<file path="config.mk">
export PLATFORM = sky130hd
export DESIGN_NAME = wb_commit_unit_flat
export DESIGN_NICKNAME = d
export VERILOG_FILES = /design/src/rtl/wb_commit_unit_if.sv /design/src/rtl/wb_commit_unit.sv /design/src/flat_wrapper.sv
export SDC_FILE = /design/constraint.sdc
export NUM_CORES = 1
export LEC_CHECK = 0
export ABC_AREA = 1
export ABC_CLOCK_PERIOD_IN_PS = 3600
export BUFFER_PORTS_ARGS = -buffer_cell sky130_fd_sc_hd__buf_2
export CAP_MARGIN = 20
export CORE_MARGIN = 10
export CORE_UTILIZATION = 33
export CTS_CLUSTER_SIZE = 14
export DETAILED_ROUTE_END_ITERATION = 12
export GPL_ROUTABILITY_DRIVEN = 0
export MAX_ROUTING_LAYER = met4
export PLACE_DENSITY = 0.61
export SLEW_MARGIN = 30
export SYNTH_ARGS = -nofsm -noshare
export SYNTH_HDL_FRONTEND = slang
export SYNTH_SLANG_ARGS = --single-unit
</file>
<file path="constraint.sdc">
create_clock -name i_clk -period 3.6 [get_ports i_clk]
set_input_delay 0.36 -clock i_clk [delete_from_list [all_inputs] [get_ports i_clk]]
set_output_delay 0.36 -clock i_clk [all_outputs]
set_load 0.05 [all_outputs]
</file>
<file path="src/rtl/wb_commit_unit_if.sv">
// rtl/wb_commit_unit_if.sv - shared types and port bundle for the writeback/commit stage
// Optional WB_FWD_EN adds the same-cycle bypass signals.
package wb_commit_pkg;
  localparam int XLEN = 32;

  typedef logic [XLEN-1:0] reg_data_t;

  typedef struct packed {
    logic       rd_we;
    logic [4:0] rd;
  } decode_t;

  typedef struct packed {
    logic      valid;
    reg_data_t code;
    reg_data_t tval;
  } except_t;

  typedef struct packed {
    logic      valid;
    reg_data_t pc;
    decode_t   decode;
    except_t   except;
  } issued_instr_t;
endpackage

interface wb_commit_unit_if #(
  parameter int RETIRE_CNT_W = 64
);
  import wb_commit_pkg::*;

  issued_instr_t           i_instr;
  reg_data_t               i_data;
  reg_data_t               i_trap_vec;
  logic                    o_rf_we;
  logic [4:0]              o_rf_waddr;
  reg_data_t               o_rf_wdata;
  logic                    o_flush;
  logic                    o_redirect_valid;
  reg_data_t               o_redirect_pc;
  reg_data_t               o_trap_cause;
  reg_data_t               o_trap_tval;
  reg_data_t               o_trap_epc;
  logic [RETIRE_CNT_W-1:0] o_retire_cnt;
  logic                    o_busy;
`ifdef WB_FWD_EN
  logic                    o_fwd_valid;
  logic [4:0]              o_fwd_addr;
  reg_data_t               o_fwd_data;
`endif

  modport master (
    output i_instr, i_data, i_trap_vec,
    input  o_rf_we, o_rf_waddr, o_rf_wdata, o_flush, o_redirect_valid, o_redirect_pc,
           o_trap_cause, o_trap_tval, o_trap_epc, o_retire_cnt, o_busy
`ifdef WB_FWD_EN
    , input o_fwd_valid, o_fwd_addr, o_fwd_data
`endif
  );

  modport slave (
    input  i_instr, i_data, i_trap_vec,
    output o_rf_we, o_rf_waddr, o_rf_wdata, o_flush, o_redirect_valid, o_redirect_pc,
           o_trap_cause, o_trap_tval, o_trap_epc, o_retire_cnt, o_busy
`ifdef WB_FWD_EN
    , output o_fwd_valid, o_fwd_addr, o_fwd_data
`endif
  );
endinterface

</file>
<file path="src/rtl/wb_commit_unit.sv">
// rtl/wb_commit_unit.sv - writeback/commit stage: RF write, retire count, exception flush + drain
// Define WB_FWD_EN to add the combinational bypass outputs.
module wb_commit_unit
  import wb_commit_pkg::*;
#(
  parameter int DRAIN_CYCLES = 2,
  parameter int RETIRE_CNT_W = 64
) (
  input  logic           i_clk,
  input  logic           i_rst_n,
  wb_commit_unit_if.slave wb
);
  typedef enum logic {ST_RUN, ST_DRAIN} state_t;

  localparam logic [3:0] DRAIN_LOAD = 4'(DRAIN_CYCLES);

  state_t                  state_q, state_d;
  logic [3:0]              drain_q, drain_d;
  logic                    we_q, we_d;
  logic [4:0]              waddr_q, waddr_d;
  reg_data_t               wdata_q, wdata_d;
  logic                    flush_q, flush_d;
  reg_data_t               rpc_q, rpc_d;
  reg_data_t               cause_q, cause_d;
  reg_data_t               tval_q, tval_d;
  reg_data_t               epc_q, epc_d;
  logic [RETIRE_CNT_W-1:0] cnt_q, cnt_d;

  always_ff @(posedge i_clk) begin
    if (!i_rst_n) begin
      state_q <= ST_RUN;
      drain_q <= '0;
      we_q    <= 1'b0;
      waddr_q <= '0;
      wdata_q <= '0;
      flush_q <= 1'b0;
      rpc_q   <= '0;
      cause_q <= '0;
      tval_q  <= '0;
      epc_q   <= '0;
      cnt_q   <= '0;
    end else begin
      state_q <= state_d;
      drain_q <= drain_d;
      we_q    <= we_d;
      waddr_q <= waddr_d;
      wdata_q <= wdata_d;
      flush_q <= flush_d;
      rpc_q   <= rpc_d;
      cause_q <= cause_d;
      tval_q  <= tval_d;
      epc_q   <= epc_d;
      cnt_q   <= cnt_d;
    end
  end

  always_comb begin
    state_d = state_q;
    drain_d = drain_q;
    we_d    = 1'b0;
    flush_d = 1'b0;
    waddr_d = waddr_q;
    wdata_d = wdata_q;
    rpc_d   = rpc_q;
    cause_d = cause_q;
    tval_d  = tval_q;
    epc_d   = epc_q;
    cnt_d   = cnt_q;
    case (state_q)
      ST_RUN: begin
        if (wb.i_instr.valid) begin
          // An excepting instruction never commits its own register write.
          if (wb.i_instr.except.valid) begin
            flush_d = 1'b1;
            rpc_d   = {wb.i_trap_vec[XLEN-1:2], 2'b00};
            cause_d = wb.i_instr.except.code;
            tval_d  = wb.i_instr.except.tval;
            epc_d   = wb.i_instr.pc;
            state_d = ST_DRAIN;
            drain_d = DRAIN_LOAD;
          end else begin
            we_d    = wb.i_instr.decode.rd_we && (wb.i_instr.decode.rd != 5'd0);
            waddr_d = wb.i_instr.decode.rd;
            wdata_d = wb.i_data;
            cnt_d   = cnt_q + RETIRE_CNT_W'(1);
          end
        end
      end
      ST_DRAIN: begin
        drain_d = drain_q - 4'd1;
        if (drain_q <= 4'd1) begin
          state_d = ST_RUN;
        end
      end
      default: begin
        state_d = ST_RUN;
        drain_d = '0;
      end
    endcase
  end

  assign wb.o_rf_we          = we_q;
  assign wb.o_rf_waddr       = waddr_q;
  assign wb.o_rf_wdata       = wdata_q;
  assign wb.o_flush          = flush_q;
  assign wb.o_redirect_valid = flush_q;
  assign wb.o_redirect_pc    = rpc_q;
  assign wb.o_trap_cause     = cause_q;
  assign wb.o_trap_tval      = tval_q;
  assign wb.o_trap_epc       = epc_q;
  assign wb.o_retire_cnt     = cnt_q;
  assign wb.o_busy           = (state_q == ST_DRAIN);

`ifdef WB_FWD_EN
  logic fwd_valid;

  // Gated by reset too, so the bypass never advertises a write that reset will suppress.
  assign fwd_valid      = i_rst_n && (state_q == ST_RUN) && wb.i_instr.valid &&
                          !wb.i_instr.except.valid && wb.i_instr.decode.rd_we &&
                          (wb.i_instr.decode.rd != 5'd0);
  assign wb.o_fwd_valid = fwd_valid;
  assign wb.o_fwd_addr  = fwd_valid ? wb.i_instr.decode.rd : 5'd0;
  assign wb.o_fwd_data  = fwd_valid ? wb.i_data : '0;
`endif
endmodule

</file>
<file path="src/flat_wrapper.sv">
// flat-port wrapper written by rule: the top's interface ports become plain ports
module wb_commit_unit_flat import wb_commit_pkg::*;
#(
  parameter int DRAIN_CYCLES = 2,
  parameter int RETIRE_CNT_W = 64
)
  (i_clk, i_rst_n, wb_i_instr, wb_i_data, wb_i_trap_vec, wb_o_rf_we, wb_o_rf_waddr, wb_o_rf_wdata, wb_o_flush, wb_o_redirect_valid, wb_o_redirect_pc, wb_o_trap_cause, wb_o_trap_tval, wb_o_trap_epc, wb_o_retire_cnt, wb_o_busy);
  wb_commit_unit_if #(.RETIRE_CNT_W(RETIRE_CNT_W)) wb_i ();
  input  logic i_clk;
  input  logic i_rst_n;
  input wire logic [$bits(wb_i.i_instr)-1:0] wb_i_instr;
  input wire logic [$bits(wb_i.i_data)-1:0] wb_i_data;
  input wire logic [$bits(wb_i.i_trap_vec)-1:0] wb_i_trap_vec;
  output wire logic [$bits(wb_i.o_rf_we)-1:0] wb_o_rf_we;
  output wire logic [$bits(wb_i.o_rf_waddr)-1:0] wb_o_rf_waddr;
  output wire logic [$bits(wb_i.o_rf_wdata)-1:0] wb_o_rf_wdata;
  output wire logic [$bits(wb_i.o_flush)-1:0] wb_o_flush;
  output wire logic [$bits(wb_i.o_redirect_valid)-1:0] wb_o_redirect_valid;
  output wire logic [$bits(wb_i.o_redirect_pc)-1:0] wb_o_redirect_pc;
  output wire logic [$bits(wb_i.o_trap_cause)-1:0] wb_o_trap_cause;
  output wire logic [$bits(wb_i.o_trap_tval)-1:0] wb_o_trap_tval;
  output wire logic [$bits(wb_i.o_trap_epc)-1:0] wb_o_trap_epc;
  output wire logic [$bits(wb_i.o_retire_cnt)-1:0] wb_o_retire_cnt;
  output wire logic [$bits(wb_i.o_busy)-1:0] wb_o_busy;
  assign wb_i.i_instr = wb_i_instr;
  assign wb_i.i_data = wb_i_data;
  assign wb_i.i_trap_vec = wb_i_trap_vec;
  assign wb_o_rf_we = wb_i.o_rf_we;
  assign wb_o_rf_waddr = wb_i.o_rf_waddr;
  assign wb_o_rf_wdata = wb_i.o_rf_wdata;
  assign wb_o_flush = wb_i.o_flush;
  assign wb_o_redirect_valid = wb_i.o_redirect_valid;
  assign wb_o_redirect_pc = wb_i.o_redirect_pc;
  assign wb_o_trap_cause = wb_i.o_trap_cause;
  assign wb_o_trap_tval = wb_i.o_trap_tval;
  assign wb_o_trap_epc = wb_i.o_trap_epc;
  assign wb_o_retire_cnt = wb_i.o_retire_cnt;
  assign wb_o_busy = wb_i.o_busy;
  wb_commit_unit #(.DRAIN_CYCLES(DRAIN_CYCLES), .RETIRE_CNT_W(RETIRE_CNT_W)) u_core (.i_clk(i_clk), .i_rst_n(i_rst_n), .wb(wb_i));
endmodule
</file>
### Word level (Yosys, flattened, before mapping)

Cells that the tools add are included.

| word-level totals | value |
|---|---|
| register bits after elaboration | 234 |
| output and inout bits | 233 |

| cells by class | value |
|---|---|
| $add $sub $neg | 2 |
| $lt $le $gt $ge | 1 |
| equality and inequality tests | 2 |
| multiplexer cells | 7 |
| bitwise gates (word level) | 4 |
| reductions and logical operators | 7 |

Operator list:

| operator | count |
|---|---|
| $add A64 B1 Y64 const B | 1 |
| $mux W4 | 2 |
| $pmux W4 S2 | 1 |
| $reduce_and A3 Y1 | 2 |
| $reduce_bool A5 Y1 | 1 |
| $le A4 B1 Y1 const B | 1 |
| $ne A2 B2 Y1 const B | 2 |
| $not A1 Y1 | 4 |
| $reduce_or A4 Y1 | 1 |
| $sub A4 B1 Y4 const B | 1 |
| $mux W1 | 3 |
| $pmux W1 S2 | 1 |
| $reduce_and A2 Y1 | 1 |
| $reduce_or A2 Y1 | 1 |
| $logic_and A1 B1 Y1 | 1 |

### Logic depth before layout (Yosys ltp)

Gate-level depths: netlist of run 1.

| depth | value |
|---|---|
| word-level depth | 3 |
| gate-level depth with buffers | 11 |
| depth with buffers taken out | 11 |

### Least setup slack after synthesis of run 1

No wires, ideal clock.

| timing | value |
|---|---|
| path kind | register -> register |
| start point | register u_core.cnt_q[1], in the netlist u_core.wb.o_retire_cnt[1] |
| end point | register u_core.cnt_q[40], in the netlist u_core.wb.o_retire_cnt[40] |
| setup time | 113 ps |
| arrival time | 1768 ps |
| data required time | 3487 ps |
| slack | 1719 ps |
| cell stages (with the launch flop) | 9 |
| cells stage by stage | dfxtp_1 ha_1 nand3_1 nor2_4 nand3_2 nor2_2 nand2_1 nor2_1 nor2_1 |

| between the ends | value |
|---|---|
| word-level cells in the longest chain between the ends | 1 |

Ends and longest elaborated chain:

| element | line | RTL |
|---|---|---|
| start: declaration | wb_commit_unit.sv:27 | `logic [RETIRE_CNT_W-1:0] cnt_q, cnt_d;` |
| start signal: assignment | wb_commit_unit.sv:53 | `cnt_q <= cnt_d;` |
| $add A64 B1 Y64 | wb_commit_unit.sv:85 | `cnt_d = cnt_q + RETIRE_CNT_W'(1);` |

No other way between the ends.
A chain may end at the register's enable or synchronous reset.

### Final worst setup path of run 1

| timing | value |
|---|---|
| start point | register u_core.state_q, in the netlist u_core.wb.o_busy |
| end point | register u_core.cnt_q[22], in the netlist u_core.wb.o_retire_cnt[22] |

| between the ends | value |
|---|---|
| word-level cells in the longest chain between the ends | 2 |

Ends and longest elaborated chain:

| element | line | RTL |
|---|---|---|
| start: declaration | wb_commit_unit.sv:17 | `state_t state_q, state_d;` |
| start signal: assignment | wb_commit_unit.sv:43 | `state_q <= state_d;` |
| $not A1 Y1 (no line) | n/a |  |
| $reduce_and A3 Y1 (no line) | n/a |  |

No other way between the ends.

==> results of run 1 <==
## layout by cell type, fill, tap and decap left out, types with 2 or more instances in the layout
master,count
sky130_fd_sc_hd__inv_2,3
sky130_fd_sc_hd__inv_1,69
sky130_fd_sc_hd__and3_1,2
sky130_fd_sc_hd__buf_12,3
sky130_fd_sc_hd__clkbuf_8,6
sky130_fd_sc_hd__clkbuf_1,6
sky130_fd_sc_hd__and2_1,2
sky130_fd_sc_hd__ha_1,3
sky130_fd_sc_hd__nand4_1,21
sky130_fd_sc_hd__diode_2,4
sky130_fd_sc_hd__a21oi_1,26
sky130_fd_sc_hd__nand3_1,161
sky130_fd_sc_hd__nor2_1,227
sky130_fd_sc_hd__inv_6,2
sky130_fd_sc_hd__nand2_2,5
sky130_fd_sc_hd__dfxtp_1,234
sky130_fd_sc_hd__a31oi_1,2
sky130_fd_sc_hd__o21ai_0,55
sky130_fd_sc_hd__clkinv_2,3
sky130_fd_sc_hd__o21bai_1,2
sky130_fd_sc_hd__nor3b_1,2
sky130_fd_sc_hd__dlygate4sd3_1,96
sky130_fd_sc_hd__bufinv_16,5
sky130_fd_sc_hd__nor3_1,10
sky130_fd_sc_hd__buf_2,397
sky130_fd_sc_hd__clkbuf_16,27
sky130_fd_sc_hd__xor2_1,5
sky130_fd_sc_hd__nor2_4,7
sky130_fd_sc_hd__nor2_2,15
sky130_fd_sc_hd__xnor2_1,5
sky130_fd_sc_hd__nand2_4,2
sky130_fd_sc_hd__nand2_1,437
sky130_fd_sc_hd__conb_1,2
sky130_fd_sc_hd__nand3_2,5
sky130_fd_sc_hd__o21a_1,2
sky130_fd_sc_hd__inv_4,2
## stage by stage
| step | utilization | hold WS (ns) | std cells | total power [µW] |
|---|---|---|---|---|
| floorplan | - | 0.4566 | 1376 | 3387 |
| detailed placement | 0.4148 | 0.4583 | 2099 | 3665 |
| global route | 0.4817 | 0.009242 | 2247 | 6902 |
| global placement | 0.4148 | 0.4545 | 2099 | 3656 |
| CTS | 0.4815 | 0.0003065 | 2244 | 6740 |
| finish | 0.4818 | 0.02264 | 2248 | 6659 |
## power by group through the flow
stage	clock [µW]	sequential, µW	combinational [µW]
detailed placement	0	2810	857
global route	3140	2770	1000
floorplan	0	3170	212
global placement	0	2810	851
finish	2970	2750	937
CTS	3040	2750	942
## worst max-delay path by stage
stage                                   start                         end  slack (ns)
floorplan           u_core.wb.o_retire_cnt[1]  u_core.wb.o_retire_cnt[40]        1.72
global placement               wb_i_instr[64]  u_core.wb.o_retire_cnt[62]        1.21
detailed placement             wb_i_instr[64]  u_core.wb.o_retire_cnt[54]        1.20
CTS                          u_core.wb.o_busy  u_core.wb.o_retire_cnt[54]        1.26
global route                 u_core.wb.o_busy  u_core.wb.o_retire_cnt[54]        1.08
finish                       u_core.wb.o_busy  u_core.wb.o_retire_cnt[22]        1.31
## flip-flops by register name (all words and copies together), names as in the netlist
signal                   flops
u_core.drain_q               4
u_core.wb.o_busy             1
u_core.wb.o_flush            1
u_core.wb.o_redirect_pc     30
u_core.wb.o_retire_cnt      64
u_core.wb.o_rf_waddr         5
u_core.wb.o_rf_wdata        32
u_core.wb.o_rf_we            1
u_core.wb.o_trap_cause      32
u_core.wb.o_trap_epc        32
u_core.wb.o_trap_tval       32
## final cells by class
| type | instances | area [µm²] | area share |
|---|---|---|---|
| Sequential cell | 234 | 4684 | 0.3369 |
| Antenna cell | 4 | 10.01 | 0.0007199 |
| Timing Repair Buffer | 498 | 3027 | 0.2177 |
| Tap cell | 384 | 480.5 | 0.03455 |
| Clock inverter | 10 | 182.7 | 0.01314 |
| Clock buffer | 39 | 780.7 | 0.05615 |
| Multi-Input combinational cell | 1005 | 4457 | 0.3205 |
| Inverter | 74 | 282.8 | 0.02034 |
## logic make-up (layout without fill, tap and decap cells)
group | after synthesis | after routing | share of synthesized area
buf+inv | 137 | 621 | 0.05646
compound gates | 90 | 90 | 0.04922
other cells | 1 | 6 | 0.0003872
xor+xnor | 10 | 10 | 0.009044
flops | 234 | 234 | 0.4837
simple gates | 900 | 900 | 0.3973
fa+ha+maj | 3 | 3 | 0.003876
## worst reg2reg max path: stages (launching register included)
cell	delay [ns]
sky130_fd_sc_hd__dfxtp_1	0.39
sky130_fd_sc_hd__nor2_4	0.17
sky130_fd_sc_hd__nand2_4	0.31
sky130_fd_sc_hd__inv_4	0.52
sky130_fd_sc_hd__nand2_2	0.10
sky130_fd_sc_hd__nor2_2	0.29
sky130_fd_sc_hd__nand2_2	0.11
sky130_fd_sc_hd__inv_2	0.10
sky130_fd_sc_hd__o21ai_0	0.07
sky130_fd_sc_hd__a21oi_1	0.16
## routing by layer
layer  routed length (µm)  up-vias  part of all wire  GRT usage
li1                     -     5302                 -          -
met1                14440     4847              0.40     0.2198
met2                17830      385              0.49     0.3290
met3                 3014       68             0.083    0.05047
met4                 1146        0             0.031    0.06490
met5                    0        -                 0          -
==> report_table.html, run 1 <==
<table>
<tr><th>Metric</th><th>Value</th></tr>
<tr><th colspan="2">Timing</th></tr>
<tr><td>Setup tns final</td><td>0 ns</td></tr>
<tr><td>Final critical path time including I/O delays and setup</td><td>2.290 ns</td></tr>
<tr><td>Final worst setup slack</td><td>1.310 ns</td></tr>
<tr><td>Count of final max-slew check failures</td><td>0</td></tr>
<tr><td>Worst-case headroom to the max-slew limit</td><td>0.3870</td></tr>
<tr><td>Ratio of final minimum period to clock period</td><td>0.6360</td></tr>
<tr><td>Worst clock skew</td><td>0.01428 ns</td></tr>
<tr><td>Pin slew with the least headroom to its limit</td><td>0.9195 ns</td></tr>
<tr><td>Maximum achievable frequency</td><td>436.7 MHz</td></tr>
<tr><td>Setup repair after global routing missed its margin</td><td>false</td></tr>
<tr><td>Number of hold violations in the final report</td><td>0</td></tr>
<tr><td>Number of setup violations in the final report</td><td>0</td></tr>
<tr><th colspan="2">Drt</th></tr>
<tr><td>Post-route ant nets</td><td>0</td></tr>
<tr><td>Iter 0 DRT Violations</td><td>536</td></tr>
<tr><td>Count of vias placed by the detailed router</td><td>10.60k</td></tr>
<tr><td>Wire per inst</td><td>16.21 µm</td></tr>
<tr><td>Wire length after detailed routing</td><td>36430 µm</td></tr>
<tr><td>Number of DRC violations after detailed routing</td><td>0</td></tr>
<tr><td>Vias/cell</td><td>4.716</td></tr>
<tr><td>Initial DRT Pass Iterations</td><td>5</td></tr>
<tr><th colspan="2">Floorplan</th></tr>
<tr><td>Initial core utilization</td><td>0.3356</td></tr>
<tr><td>DIE AREA</td><td>36600 µm²</td></tr>
<tr><td>Site Rows</td><td>62</td></tr>
<tr><td>Number of I/O pins</td><td>403</td></tr>
<tr><td>Core ar.</td><td>28860 µm²</td></tr>
<tr><td>Horizontal die dimension</td><td>191.3 µm</td></tr>
<tr><td>Vertical extent of the die</td><td>191.3 µm</td></tr>
<tr><th colspan="2">Worst hold path</th></tr>
<tr><td>Worst Min Path Start</td><td>wb_i_instr[8]</td></tr>
<tr><td>Endpoint with the worst hold slack</td><td>u_core.wb.o_trap_tval[8]</td></tr>
<tr><td>Kind of path behind the tightest hold check</td><td>in -&gt; reg</td></tr>
<tr><td>Hold-critical path depth</td><td>3</td></tr>
<tr><th colspan="2">Synthesis</th></tr>
<tr><td>Number of distinct library cell variants in the gate-level netlist after synthesis</td><td>37</td></tr>
<tr><td>Most used standard cells in the synthesized netlist</td><td>sky130_fd_sc_hd__nand2_1 (437), sky130_fd_sc_hd__dfxtp_1 (234), sky130_fd_sc_hd__nor2_1 (227)</td></tr>
<tr><td>Number of enable flip-flop cells after synthesis</td><td>0</td></tr>
<tr><td>#FFs+latches synth</td><td>234</td></tr>
<tr><td>Sequential cell area fraction in the yosys report</td><td>0.4837</td></tr>
<tr><td>Proportion of synthesized flip-flops having asynchronous set or reset</td><td>0</td></tr>
<tr><td>Most numerous cell in the Yosys netlist</td><td>sky130_fd_sc_hd__nand2_1</td></tr>
<tr><td>Average cell area after synthesis</td><td>7.043 µm²</td></tr>
<tr><td>Synthesis warning total</td><td>0</td></tr>
<tr><td>Synth Instances</td><td>1375</td></tr>
<tr><td>Post-synthesis cell area</td><td>9684 µm²</td></tr>
<tr><td>Area share of the largest cell type after synthesis</td><td>0.4837</td></tr>
<tr><td>Top post-synthesis cells by area</td><td>sky130_fd_sc_hd__dfxtp_1 (48%), sky130_fd_sc_hd__nand2_1 (17%), sky130_fd_sc_hd__nor2_1 (8.8%), sky130_fd_sc_hd__nand3_1 (8.3%), sky130_fd_sc_hd__o21ai_0 (2.8%)</td></tr>
<tr><td>Area leader, netlist</td><td>sky130_fd_sc_hd__dfxtp_1</td></tr>
<tr><td>Ys flop type</td><td>sky130_fd_sc_hd__dfxtp_1</td></tr>
<tr><th colspan="2">Layout</th></tr>
<tr><td>Share of cells above drive strength 1</td><td>0.2618</td></tr>
<tr><td>Final standard cell area without fillers</td><td>13900 µm²</td></tr>
<tr><td>P&amp;R area growth vs syn</td><td>43.58%</td></tr>
<tr><td>Number of nets in the finished design</td><td>2013</td></tr>
<tr><td>Number of filler instances in the final layout</td><td>2880</td></tr>
<tr><th colspan="2">Power</th></tr>
<tr><td>Clock share of power</td><td>0.446</td></tr>
<tr><td>PD cells</td><td>478.9 nW/µm²</td></tr>
<tr><td>Highest ir drop seen on vdd</td><td>0.3713 mV</td></tr>
<tr><td>Seq pwr share</td><td>0.414</td></tr>
<tr><td>Leakage power of the design</td><td>0.006799 µW</td></tr>
<tr><td>Net switching power</td><td>1827 µW</td></tr>
<tr><td>Switching Share</td><td>0.2743</td></tr>
<tr><td>Internal power component</td><td>4832 µW</td></tr>
<tr><td>Part of the power in combinational logic</td><td>0.141</td></tr>
<tr><th colspan="2">Clock network</th></tr>
<tr><td>Cts repair resizes</td><td>0</td></tr>
<tr><td>Clock insertion delay at the later pin of the skew report</td><td>0.54 ns</td></tr>
<tr><td>Post-CTS Hold Buffers</td><td>96</td></tr>
<tr><td>Clock sinks</td><td>234</td></tr>
<tr><td>Setup fix buffers added after clock tree synthesis</td><td>0</td></tr>
<tr><td>Buffer cell driving the clock tree root</td><td>sky130_fd_sc_hd__clkbuf_16</td></tr>
<tr><td>Clock tree from TritonCTS</td><td>yes</td></tr>
<tr><td>CTS H-tree depth</td><td>1</td></tr>
<tr><td>Number of buffers inserted during clock tree synthesis</td><td>27</td></tr>
<tr><td>Maximum clock path buffer count</td><td>3</td></tr>
<tr><td>Clock slew at reported path FFs</td><td>0.06 ns</td></tr>
<tr><th colspan="2">Global routing</th></tr>
<tr><td>Global route overflow</td><td>0</td></tr>
<tr><td>Via count of the first global-routing pass</td><td>10.49k</td></tr>
<tr><td>Overall routing resource usage</td><td>0.1947</td></tr>
<tr><td>Largest net degree at the start of global routing</td><td>208</td></tr>
<tr><td>Initial antenna violation count</td><td>3</td></tr>
<tr><td>Global-route wire length before repair</td><td>56120 µm</td></tr>
<tr><th colspan="2">Critical path</th></tr>
<tr><td>Cells along the critical path</td><td>nor2_4 -&gt; nand2_4 -&gt; inv_4 -&gt; nand2_2 -&gt; nor2_2 -&gt; nand2_2 -&gt; inv_2 -&gt; o21ai_0 -&gt; a21oi_1</td></tr>
<tr><td>Required time at the worst-slack endpoint</td><td>4.07 ns</td></tr>
<tr><td>R2R depth</td><td>9</td></tr>
<tr><td>Endpoint class of the critical path</td><td>flop</td></tr>
<tr><td>Cell seen most often among critical-path stages</td><td>sky130_fd_sc_hd__nand2_2</td></tr>
<tr><td>Logic depth of the worst setup path including buffers</td><td>9</td></tr>
<tr><td>Kind of cell adding the most delay to the critical path</td><td>simple AND/OR/NAND/NOR gates</td></tr>
<tr><td>R2R Path Start</td><td>u_core.wb.o_busy</td></tr>
<tr><td>CP peak stage delay</td><td>0.52 ns</td></tr>
<tr><td>Critical-path cell with the highest stage delay</td><td>sky130_fd_sc_hd__inv_4</td></tr>
<tr><td>Path type of the worst setup path</td><td>reg -&gt; reg</td></tr>
<tr><td>Data arrival at the endpoint of the critical path</td><td>2.76 ns</td></tr>
<tr><td>Crit path buf inv count</td><td>2</td></tr>
<tr><td>Category of the worst setup path launch point</td><td>flop</td></tr>
<tr><td>Maximum fanout along the worst path</td><td>45</td></tr>
<tr><td>Critical R2R Capture</td><td>u_core.wb.o_retire_cnt[22]</td></tr>
<tr><td>Reg-to-reg slack, setup</td><td>1.31 ns</td></tr>
<tr><th colspan="2">Placed design</th></tr>
<tr><td>Worst slack at placement</td><td>1.202 ns</td></tr>
<tr><td>Final HPWL from detailed placement</td><td>26160 µm</td></tr>
<tr><td>Number of input and output port buffers inserted</td><td>398</td></tr>
<tr><td>Area after DPL</td><td>11970 µm²</td></tr>
<tr><th colspan="2">Outcome</th></tr>
<tr><td>Outcome</td><td>completed</td></tr>
<tr><th colspan="2">Run</th></tr>
<tr><td>Max-Cap Viols</td><td>0</td></tr>
</table>
No activity file was read; power rests on OpenSTA's default activity.
==> run 2: changes to the inputs <==
--- a/config.mk
+++ b/config.mk
@@ -6,7 +6,7 @@
 export NUM_CORES = 1
 export LEC_CHECK = 0
 export ABC_AREA = 1
-export ABC_CLOCK_PERIOD_IN_PS = 3600
+export ABC_CLOCK_PERIOD_IN_PS = 2000
 export BUFFER_PORTS_ARGS = -buffer_cell sky130_fd_sc_hd__buf_2
 export CAP_MARGIN = 20
 export CORE_MARGIN = 10
@@ -15,7 +15,7 @@
 export DETAILED_ROUTE_END_ITERATION = 12
 export GPL_ROUTABILITY_DRIVEN = 0
 export MAX_ROUTING_LAYER = met4
-export PLACE_DENSITY = 0.61
+export PLACE_DENSITY = 0.63
 export SLEW_MARGIN = 30
 export SYNTH_ARGS = -nofsm -noshare
 export SYNTH_HDL_FRONTEND = slang
==> constraint.sdc (replaced) <==
create_clock -name i_clk -period 2 [get_ports i_clk]
set_input_delay 0.2 -clock i_clk [delete_from_list [all_inputs] [get_ports i_clk]]
set_output_delay 0.2 -clock i_clk [all_outputs]
set_load 0.05 [all_outputs]
==> run 2 against run 1 <==
  * Flip-flop and latch count unchanged
  * Sequential share of layout area down 1.6 points
  * Largest cell class unchanged
  * Die area unchanged
  * Clock skew fell by 0.0069 ns
  * Largest power group is now registers
  * Routed wire length grew 3.9%
  * Highest routed layer unchanged
  * Fmax is 28% higher
  * Via count rose by 3.8%
  * Power increased by 71%
  * Hold slack improved by 0.061 ns
==> report_table.html, run 2 (synthesized netlist as in run 1, its figures left out) <==
<table>
<tr><th>Metric</th><th>Value</th></tr>
<tr><th colspan="2">Timing</th></tr>
<tr><td>Number of hold violations in the final report</td><td>0</td></tr>
<tr><td>Pin slew with the least headroom to its limit</td><td>0.6850 ns</td></tr>
<tr><td>Final critical path time including I/O delays and setup</td><td>1.789 ns</td></tr>
<tr><td>Ratio of final minimum period to clock period</td><td>0.8946</td></tr>
<tr><td>Worst-case headroom to the max-slew limit</td><td>0.5433</td></tr>
<tr><td>Maximum achievable frequency</td><td>558.9 MHz</td></tr>
<tr><td>Setup repair after global routing missed its margin</td><td>false</td></tr>
<tr><td>Setup tns final</td><td>0 ns</td></tr>
<tr><td>Number of setup violations in the final report</td><td>0</td></tr>
<tr><td>Worst clock skew</td><td>0.007368 ns</td></tr>
<tr><td>Count of final max-slew check failures</td><td>0</td></tr>
<tr><th colspan="2">Drt</th></tr>
<tr><td>Wire per inst</td><td>16.26 µm</td></tr>
<tr><td>Wire length after detailed routing</td><td>37860 µm</td></tr>
<tr><td>Initial DRT Pass Iterations</td><td>5</td></tr>
<tr><td>Vias/cell</td><td>4.725</td></tr>
<tr><td>Iter 0 DRT Violations</td><td>549</td></tr>
<tr><td>Number of DRC violations after detailed routing</td><td>0</td></tr>
<tr><td>Post-route ant nets</td><td>0</td></tr>
<tr><td>Count of vias placed by the detailed router</td><td>11.00k</td></tr>
<tr><th colspan="2">Critical path</th></tr>
<tr><td>Critical R2R Capture</td><td>u_core.wb.o_retire_cnt[55]</td></tr>
<tr><td>Maximum fanout along the worst path</td><td>4</td></tr>
<tr><td>Cells along the critical path</td><td>nand2_1 -&gt; nor2_1 -&gt; nand2_1 -&gt; inv_1 -&gt; nand2_1 -&gt; nor2_1 -&gt; nand3_1 -&gt; nand2_1 -&gt; nor2_1</td></tr>
<tr><td>Path type of the worst setup path</td><td>reg -&gt; reg</td></tr>
<tr><td>R2R Path Start</td><td>u_core.wb.o_retire_cnt[7]</td></tr>
<tr><td>Worst Setup SP</td><td>u_core.wb.o_retire_cnt[7]</td></tr>
<tr><td>Cell seen most often among critical-path stages</td><td>sky130_fd_sc_hd__nand2_1</td></tr>
<tr><td>Category of the worst setup path launch point</td><td>flop</td></tr>
<tr><td>Required time at the worst-slack endpoint</td><td>2.42 ns</td></tr>
<tr><td>Crit path buf inv count</td><td>1</td></tr>
<tr><td>Reg-to-reg slack, setup</td><td>0.21 ns</td></tr>
<tr><td>Critical-path cell with the highest stage delay</td><td>sky130_fd_sc_hd__dfxtp_1</td></tr>
<tr><td>Data arrival at the endpoint of the critical path</td><td>2.21 ns</td></tr>
<tr><td>Kind of cell adding the most delay to the critical path</td><td>simple AND/OR/NAND/NOR gates</td></tr>
<tr><td>R2R depth</td><td>9</td></tr>
<tr><td>Endpoint class of the critical path</td><td>flop</td></tr>
<tr><td>CP peak stage delay</td><td>0.44 ns</td></tr>
<tr><th colspan="2">Floorplan</th></tr>
<tr><td>Site Rows</td><td>62</td></tr>
<tr><td>Vertical extent of the die</td><td>191.3 µm</td></tr>
<tr><td>Horizontal die dimension</td><td>191.3 µm</td></tr>
<tr><td>DIE AREA</td><td>36600 µm²</td></tr>
<tr><td>Number of I/O pins</td><td>403</td></tr>
<tr><td>Core ar.</td><td>28860 µm²</td></tr>
<tr><td>Initial core utilization</td><td>0.3356</td></tr>
<tr><th colspan="2">Global routing</th></tr>
<tr><td>Initial antenna violation count</td><td>2</td></tr>
<tr><td>Overall routing resource usage</td><td>0.2010</td></tr>
<tr><td>Global-route wire length before repair</td><td>58370 µm</td></tr>
<tr><td>Global route overflow</td><td>0</td></tr>
<tr><td>Largest net degree at the start of global routing</td><td>129</td></tr>
<tr><td>Via count of the first global-routing pass</td><td>11.10k</td></tr>
<tr><th colspan="2">Power</th></tr>
<tr><td>Leakage power of the design</td><td>0.007105 µW</td></tr>
<tr><td>Seq pwr share</td><td>0.435</td></tr>
<tr><td>Part of the power in combinational logic</td><td>0.161</td></tr>
<tr><td>PD cells</td><td>782.0 nW/µm²</td></tr>
<tr><td>Net switching power</td><td>3289 µW</td></tr>
<tr><td>Internal power component</td><td>8113 µW</td></tr>
<tr><td>Switching Share</td><td>0.2884</td></tr>
<tr><td>Power Total</td><td>11400 µW</td></tr>
<tr><td>Highest ir drop seen on vdd</td><td>0.6351 mV</td></tr>
<tr><td>Clock share of power</td><td>0.404</td></tr>
<tr><th colspan="2">Clock network</th></tr>
<tr><td>Clock insertion delay at the later pin of the skew report</td><td>0.52 ns</td></tr>
<tr><td>Post-CTS Hold Buffers</td><td>164</td></tr>
<tr><td>Clock sinks</td><td>234</td></tr>
<tr><td>Number of buffers inserted during clock tree synthesis</td><td>27</td></tr>
<tr><td>Cts repair resizes</td><td>0</td></tr>
<tr><td>Buffer cell driving the clock tree root</td><td>sky130_fd_sc_hd__clkbuf_16</td></tr>
<tr><td>CTS H-tree depth</td><td>1</td></tr>
<tr><td>Maximum clock path buffer count</td><td>3</td></tr>
<tr><td>Clock slew at reported path FFs</td><td>0.06 ns</td></tr>
<tr><td>Clock tree from TritonCTS</td><td>yes</td></tr>
<tr><td>Setup fix buffers added after clock tree synthesis</td><td>0</td></tr>
<tr><th colspan="2">Placed design</th></tr>
<tr><td>Number of input and output port buffers inserted</td><td>398</td></tr>
<tr><td>Area after DPL</td><td>12110 µm²</td></tr>
<tr><td>Final HPWL from detailed placement</td><td>26630 µm</td></tr>
<tr><th colspan="2">Worst hold path</th></tr>
<tr><td>Hold-critical path depth</td><td>5</td></tr>
<tr><td>Kind of path behind the tightest hold check</td><td>in -&gt; reg</td></tr>
<tr><td>Worst Min Path Start</td><td>i_rst_n</td></tr>
<tr><td>Endpoint with the worst hold slack</td><td>u_core.wb.o_redirect_pc[16]</td></tr>
<tr><th colspan="2">Layout</th></tr>
<tr><td>Number of nets in the finished design</td><td>2096</td></tr>
<tr><td>Final core utilization</td><td>0.5052</td></tr>
<tr><td>P&amp;R area growth vs syn</td><td>50.54%</td></tr>
<tr><td>Final standard cell area without fillers</td><td>14580 µm²</td></tr>
<tr><td>Flip-flop count of the largest register, all copies and words added</td><td>64</td></tr>
<tr><td>Number of filler instances in the final layout</td><td>2753</td></tr>
<tr><td>Most common cell after layout, fill and taps aside</td><td>sky130_fd_sc_hd__nand2_1</td></tr>
<tr><td>Share of cells above drive strength 1</td><td>0.2581</td></tr>
<tr><td>Highest-count cells in the layout ignoring fill and taps</td><td>sky130_fd_sc_hd__nand2_1 (437), sky130_fd_sc_hd__buf_2 (397), sky130_fd_sc_hd__dfxtp_1 (234)</td></tr>
<tr><th colspan="2">Run</th></tr>
<tr><td>Max-Cap Viols</td><td>0</td></tr>
<tr><th colspan="2">Outcome</th></tr>
<tr><td>Outcome</td><td>completed</td></tr>
</table>
[run 2: worst max path at each step]
stage / to / slack (ns) / cells after the start
finish: u_core.wb.o_retire_cnt[55] / 0.21 / 9
global route: u_core.wb.o_retire_cnt[28] / 0.04 / 9
CTS: u_core.wb.o_retire_cnt[28] / 0.24 / 9
detailed placement: u_core.wb.o_retire_cnt[60] / 0.26 / 9
global placement: u_core.wb.o_trap_tval[23] / 0.26 / 7
floorplan: u_core.wb.o_retire_cnt[40] / 0.12 / 8
[run 2: final cells by class]
cell class	count	area (µm²)	share of cell area
sequential	234	4684	0.3213
multi-input combinational	1005	4457	0.3057
timing repair buffer	581	3845	0.2637
clock buffer	37	763.2	0.05235
tap	384	480.5	0.03296
inverter	74	282.8	0.01940
clock inverter	10	58.81	0.004034
antenna	3	7.507	0.0005149
[run 2: power groups by stage]
stage          clock network (µW)  registers [µW]  logic (µW)
2_1_floorplan                   0            5710         381
3_3_place_gp                    0            5050        1560
3_5_place_dp                    0            5060        1570
4_1_cts                      4750            4960        1820
5_1_grt                      4900            4980        1950
6_report                     4600            4960        1830
[run 2: metal layers]
metal  routed length [µm]  track usage
met1                15300       0.2280
met2                18090       0.3382
met3                 2970      0.04719
met4                 1500      0.07602
met5                    0            -
[run 2: metrics by stage]
stage                     cells  hold WS (ns)  setup slack, ns
final                      2328       0.08394           0.2108
after global routing       2327        0.1065          0.04218
after CTS                  2325       0.05305           0.2386
after detailed placement   2114        0.3888           0.2568
after global placement     2114        0.3865           0.2581
after floorplan            1376        0.3031           0.1193
[run 2: worst register-to-register path, cell delays in order, from the launching register on]
cell and delay [ns]:
sky130_fd_sc_hd__dfxtp_1 0.44, sky130_fd_sc_hd__nand2_1 0.12, sky130_fd_sc_hd__nor2_1 0.27, sky130_fd_sc_hd__nand2_1 0.18
sky130_fd_sc_hd__inv_1 0.10, sky130_fd_sc_hd__nand2_1 0.07, sky130_fd_sc_hd__nor2_1 0.24, sky130_fd_sc_hd__nand3_1 0.15
sky130_fd_sc_hd__nand2_1 0.08, sky130_fd_sc_hd__nor2_1 0.04
==> run 3: changes to the inputs <==
--- a/config.mk
+++ b/config.mk
@@ -6,7 +6,7 @@
 export NUM_CORES = 1
 export LEC_CHECK = 0
 export ABC_AREA = 1
-export ABC_CLOCK_PERIOD_IN_PS = 2000
+export ABC_CLOCK_PERIOD_IN_PS = 2060
 export BUFFER_PORTS_ARGS = -buffer_cell sky130_fd_sc_hd__buf_2
 export CAP_MARGIN = 20
 export CORE_MARGIN = 10
@@ -15,7 +15,8 @@
 export DETAILED_ROUTE_END_ITERATION = 12
 export GPL_ROUTABILITY_DRIVEN = 0
 export MAX_ROUTING_LAYER = met4
-export PLACE_DENSITY = 0.63
+export PLACE_DENSITY = 0.61
+export RECOVER_POWER = 50
 export SLEW_MARGIN = 30
 export SYNTH_ARGS = -nofsm -noshare
 export SYNTH_HDL_FRONTEND = slang
==> constraint.sdc (replaced) <==
create_clock -name i_clk -period 2.06 [get_ports i_clk]
set_input_delay 0.206 -clock i_clk [delete_from_list [all_inputs] [get_ports i_clk]]
set_output_delay 0.206 -clock i_clk [all_outputs]
set_load 0.05 [all_outputs]
==> run 3 against run 2 <==
  * Utilization shrank 0.89 points
  * Via count is 0.48% lower
  * Critical path depth rose by 1
  * Power is 0.43% higher
  * Setup slack improved by 0.048 ns
  * Fmax shrank 0.68%
  * Flip-flop and latch count stayed put
  * Design area fell by 1.8%
  * Sequential power decreased by 3%
  * Final cell count down 0.34%
  * Critical endpoint is now u_core.wb.o_retire_cnt[49]
  * Largest cell class unchanged
  * Highest routed layer unchanged
==> report_table.html, run 3 (synthesized netlist as in run 1, its figures left out) <==
<table>
<tr><th>Metric</th><th>Value</th></tr>
<tr><th colspan="2">Floorplan</th></tr>
<tr><td>Site Rows</td><td>62</td></tr>
<tr><td>DIE AREA</td><td>36600 µm²</td></tr>
<tr><td>Vertical extent of the die</td><td>191.3 µm</td></tr>
<tr><td>Initial core utilization</td><td>0.3356</td></tr>
<tr><td>Horizontal die dimension</td><td>191.3 µm</td></tr>
<tr><td>Core ar.</td><td>28860 µm²</td></tr>
<tr><td>Number of I/O pins</td><td>403</td></tr>
<tr><th colspan="2">Critical path</th></tr>
<tr><td>CP peak stage delay</td><td>0.38 ns</td></tr>
<tr><td>Reg-to-reg slack, setup</td><td>0.26 ns</td></tr>
<tr><td>R2R depth</td><td>10</td></tr>
<tr><td>Category of the worst setup path launch point</td><td>flop</td></tr>
<tr><td>Critical R2R Capture</td><td>u_core.wb.o_retire_cnt[49]</td></tr>
<tr><td>Path type of the worst setup path</td><td>reg -&gt; reg</td></tr>
<tr><td>Critical-path cell with the highest stage delay</td><td>sky130_fd_sc_hd__dfxtp_1</td></tr>
<tr><td>Crit path buf inv count</td><td>1</td></tr>
<tr><td>Maximum fanout along the worst path</td><td>16</td></tr>
<tr><td>Kind of cell adding the most delay to the critical path</td><td>simple AND/OR/NAND/NOR gates</td></tr>
<tr><td>R2R Path Start</td><td>u_core.wb.o_busy</td></tr>
<tr><td>Endpoint class of the critical path</td><td>flop</td></tr>
<tr><td>Worst Setup SP</td><td>u_core.wb.o_busy</td></tr>
<tr><td>Data arrival at the endpoint of the critical path</td><td>2.22 ns</td></tr>
<tr><td>Cells along the critical path</td><td>nor2_4 -&gt; nand2_4 -&gt; inv_4 -&gt; nand2_2 -&gt; nor2_4 -&gt; nand3_2 -&gt; nor2_2 -&gt; nand2_1 -&gt; nand2_1 -&gt; nor2_1</td></tr>
<tr><td>Required time at the worst-slack endpoint</td><td>2.48 ns</td></tr>
<tr><th colspan="2">Layout</th></tr>
<tr><td>Most common cell after layout, fill and taps aside</td><td>sky130_fd_sc_hd__nand2_1</td></tr>
<tr><td>Highest-count cells in the layout ignoring fill and taps</td><td>sky130_fd_sc_hd__nand2_1 (437), sky130_fd_sc_hd__dfxtp_1 (234), sky130_fd_sc_hd__nor2_1 (227)</td></tr>
<tr><td>Final standard cell area without fillers</td><td>14320 µm²</td></tr>
<tr><td>Flip-flop count of the largest register, all copies and words added</td><td>64</td></tr>
<tr><td>Final core utilization</td><td>0.4963</td></tr>
<tr><td>P&amp;R area growth vs syn</td><td>47.88%</td></tr>
<tr><td>Share of cells above drive strength 1</td><td>0.1449</td></tr>
<tr><td>Number of nets in the finished design</td><td>2087</td></tr>
<tr><th colspan="2">Global routing</th></tr>
<tr><td>Via count of the first global-routing pass</td><td>11.24k</td></tr>
<tr><td>Global-route wire length before repair</td><td>59650 µm</td></tr>
<tr><td>Overall routing resource usage</td><td>0.2059</td></tr>
<tr><td>Largest net degree at the start of global routing</td><td>112</td></tr>
<tr><td>Initial antenna violation count</td><td>4</td></tr>
<tr><td>Global route overflow</td><td>0</td></tr>
<tr><th colspan="2">Outcome</th></tr>
<tr><td>Outcome</td><td>completed</td></tr>
<tr><th colspan="2">Clock network</th></tr>
<tr><td>Buffer cell driving the clock tree root</td><td>sky130_fd_sc_hd__clkbuf_16</td></tr>
<tr><td>Setup fix buffers added after clock tree synthesis</td><td>0</td></tr>
<tr><td>Clock insertion delay at the later pin of the skew report</td><td>0.53 ns</td></tr>
<tr><td>Number of buffers inserted during clock tree synthesis</td><td>27</td></tr>
<tr><td>Clock tree from TritonCTS</td><td>yes</td></tr>
<tr><td>Cts repair resizes</td><td>0</td></tr>
<tr><td>Clock sinks</td><td>234</td></tr>
<tr><td>Post-CTS Hold Buffers</td><td>164</td></tr>
<tr><td>Clock slew at reported path FFs</td><td>0.06 ns</td></tr>
<tr><td>Maximum clock path buffer count</td><td>3</td></tr>
<tr><td>CTS H-tree depth</td><td>1</td></tr>
<tr><th colspan="2">Drt</th></tr>
<tr><td>Initial DRT Pass Iterations</td><td>5</td></tr>
<tr><td>Wire per inst</td><td>16.43 µm</td></tr>
<tr><td>Post-route ant nets</td><td>0</td></tr>
<tr><td>Iter 0 DRT Violations</td><td>592</td></tr>
<tr><td>Number of DRC violations after detailed routing</td><td>0</td></tr>
<tr><td>Vias/cell</td><td>4.719</td></tr>
<tr><td>Count of vias placed by the detailed router</td><td>10.95k</td></tr>
<tr><td>Wire length after detailed routing</td><td>38120 µm</td></tr>
<tr><th colspan="2">Power</th></tr>
<tr><td>PD cells</td><td>799.5 nW/µm²</td></tr>
<tr><td>Highest ir drop seen on vdd</td><td>0.6611 mV</td></tr>
<tr><td>Leakage power of the design</td><td>0.006211 µW</td></tr>
<tr><td>Power Total</td><td>11450 µW</td></tr>
<tr><th colspan="2">Timing</th></tr>
<tr><td>Worst clock skew</td><td>0.009433 ns</td></tr>
<tr><td>Setup repair after global routing missed its margin</td><td>false</td></tr>
<tr><td>Pin slew with the least headroom to its limit</td><td>0.7790 ns</td></tr>
<tr><td>Worst-case headroom to the max-slew limit</td><td>0.4829</td></tr>
<tr><td>Setup tns final</td><td>0 ns</td></tr>
<tr><td>Number of setup violations in the final report</td><td>0</td></tr>
<tr><td>Maximum achievable frequency</td><td>555.1 MHz</td></tr>
<tr><td>Final critical path time including I/O delays and setup</td><td>1.801 ns</td></tr>
<tr><td>Count of final max-slew check failures</td><td>0</td></tr>
<tr><td>Ratio of final minimum period to clock period</td><td>0.8745</td></tr>
<tr><td>Number of hold violations in the final report</td><td>0</td></tr>
<tr><th colspan="2">Worst hold path</th></tr>
<tr><td>Hold-critical path depth</td><td>3</td></tr>
<tr><td>Worst Min Path Start</td><td>i_rst_n</td></tr>
<tr><td>Kind of path behind the tightest hold check</td><td>in -&gt; reg</td></tr>
<tr><td>Endpoint with the worst hold slack</td><td>u_core.wb.o_rf_wdata[15]</td></tr>
<tr><th colspan="2">Placed design</th></tr>
<tr><td>Number of input and output port buffers inserted</td><td>398</td></tr>
<tr><td>Final HPWL from detailed placement</td><td>26530 µm</td></tr>
<tr><td>Area after DPL</td><td>12040 µm²</td></tr>
<tr><th colspan="2">Run</th></tr>
<tr><td>Max-Cap Viols</td><td>0</td></tr>
</table>
-- run 3: cell count changes in the layout (fill, tap and decap cells not counted), sizes merged --
cell,change
buf,-225
bufinv,+3
clkbuf,+216
clkinv,-1
clkinvlp,-2
diode,+1
-- run 3: layer usage --
layer  vias to the layer above  GRT usage  wire length [µm]  part of all wire
li1                       5443          -                 -                 -
met1                      4981     0.2281             14950              0.39
met2                       429     0.3485             18570              0.49
met3                        94    0.04756              2956             0.078
met4                         0    0.08924              1632             0.043
met5                         -          -                 0                 0
-- run 3: final cells by class --
type / count / area (µm²)
Inverter: 74 / 282.8
Antenna cell: 4 / 10.01
Clock buffer: 37 / 783.3
Tap cell: 384 / 480.5
Sequential cell: 234 / 4684
Fill cell: 2890 / 14540
Multi-Input combinational cell: 1005 / 4457
Timing Repair Buffer: 572 / 3495
Clock inverter: 10 / 128.9
-- run 3: power breakdown --
part | switching [µW] | leakage [µW] | internal [µW]
logic | 1190 | 0.00385 | 521
registers | 106 | 0.00191 | 4720
clock network | 1900 | 0.000457 | 3010
total | 3200 | 0.00621 | 8250
-- run 3: worst max path at each step --
stage / to / slack (ns) / cells after the start
3_3_place_gp: u_core.wb.o_retire_cnt[45] / 0.33 / 8
2_1_floorplan: u_core.wb.o_retire_cnt[40] / 0.18 / 8
5_1_grt: u_core.wb.o_retire_cnt[57] / 0.10 / 8
3_5_place_dp: u_core.wb.o_retire_cnt[49] / 0.29 / 10
4_1_cts: u_core.wb.o_retire_cnt[49] / 0.26 / 10
6_report: u_core.wb.o_retire_cnt[49] / 0.26 / 10
-- run 3: worst reg2reg max path: stages (launching register included) --
cell and delay (ns):
sky130_fd_sc_hd__dfxtp_1 0.38, sky130_fd_sc_hd__nor2_4 0.17, sky130_fd_sc_hd__nand2_4 0.19, sky130_fd_sc_hd__inv_4 0.17, sky130_fd_sc_hd__nand2_2 0.08, sky130_fd_sc_hd__nor2_4 0.25, sky130_fd_sc_hd__nand3_2 0.16, sky130_fd_sc_hd__nor2_2 0.13
sky130_fd_sc_hd__nand2_1 0.06, sky130_fd_sc_hd__nand2_1 0.05, sky130_fd_sc_hd__nor2_1 0.04
-- run 3: stage by stage --
step                std cells  hold WS (ns)  setup WS, ns
global placement         2105        0.3918        0.3251
floorplan                1376        0.3091        0.1793
global route             2320       0.04201        0.1041
detailed placement       2105        0.3960        0.2862
finish                   2320       0.03929        0.2586
CTS                      2316      0.009139        0.2592
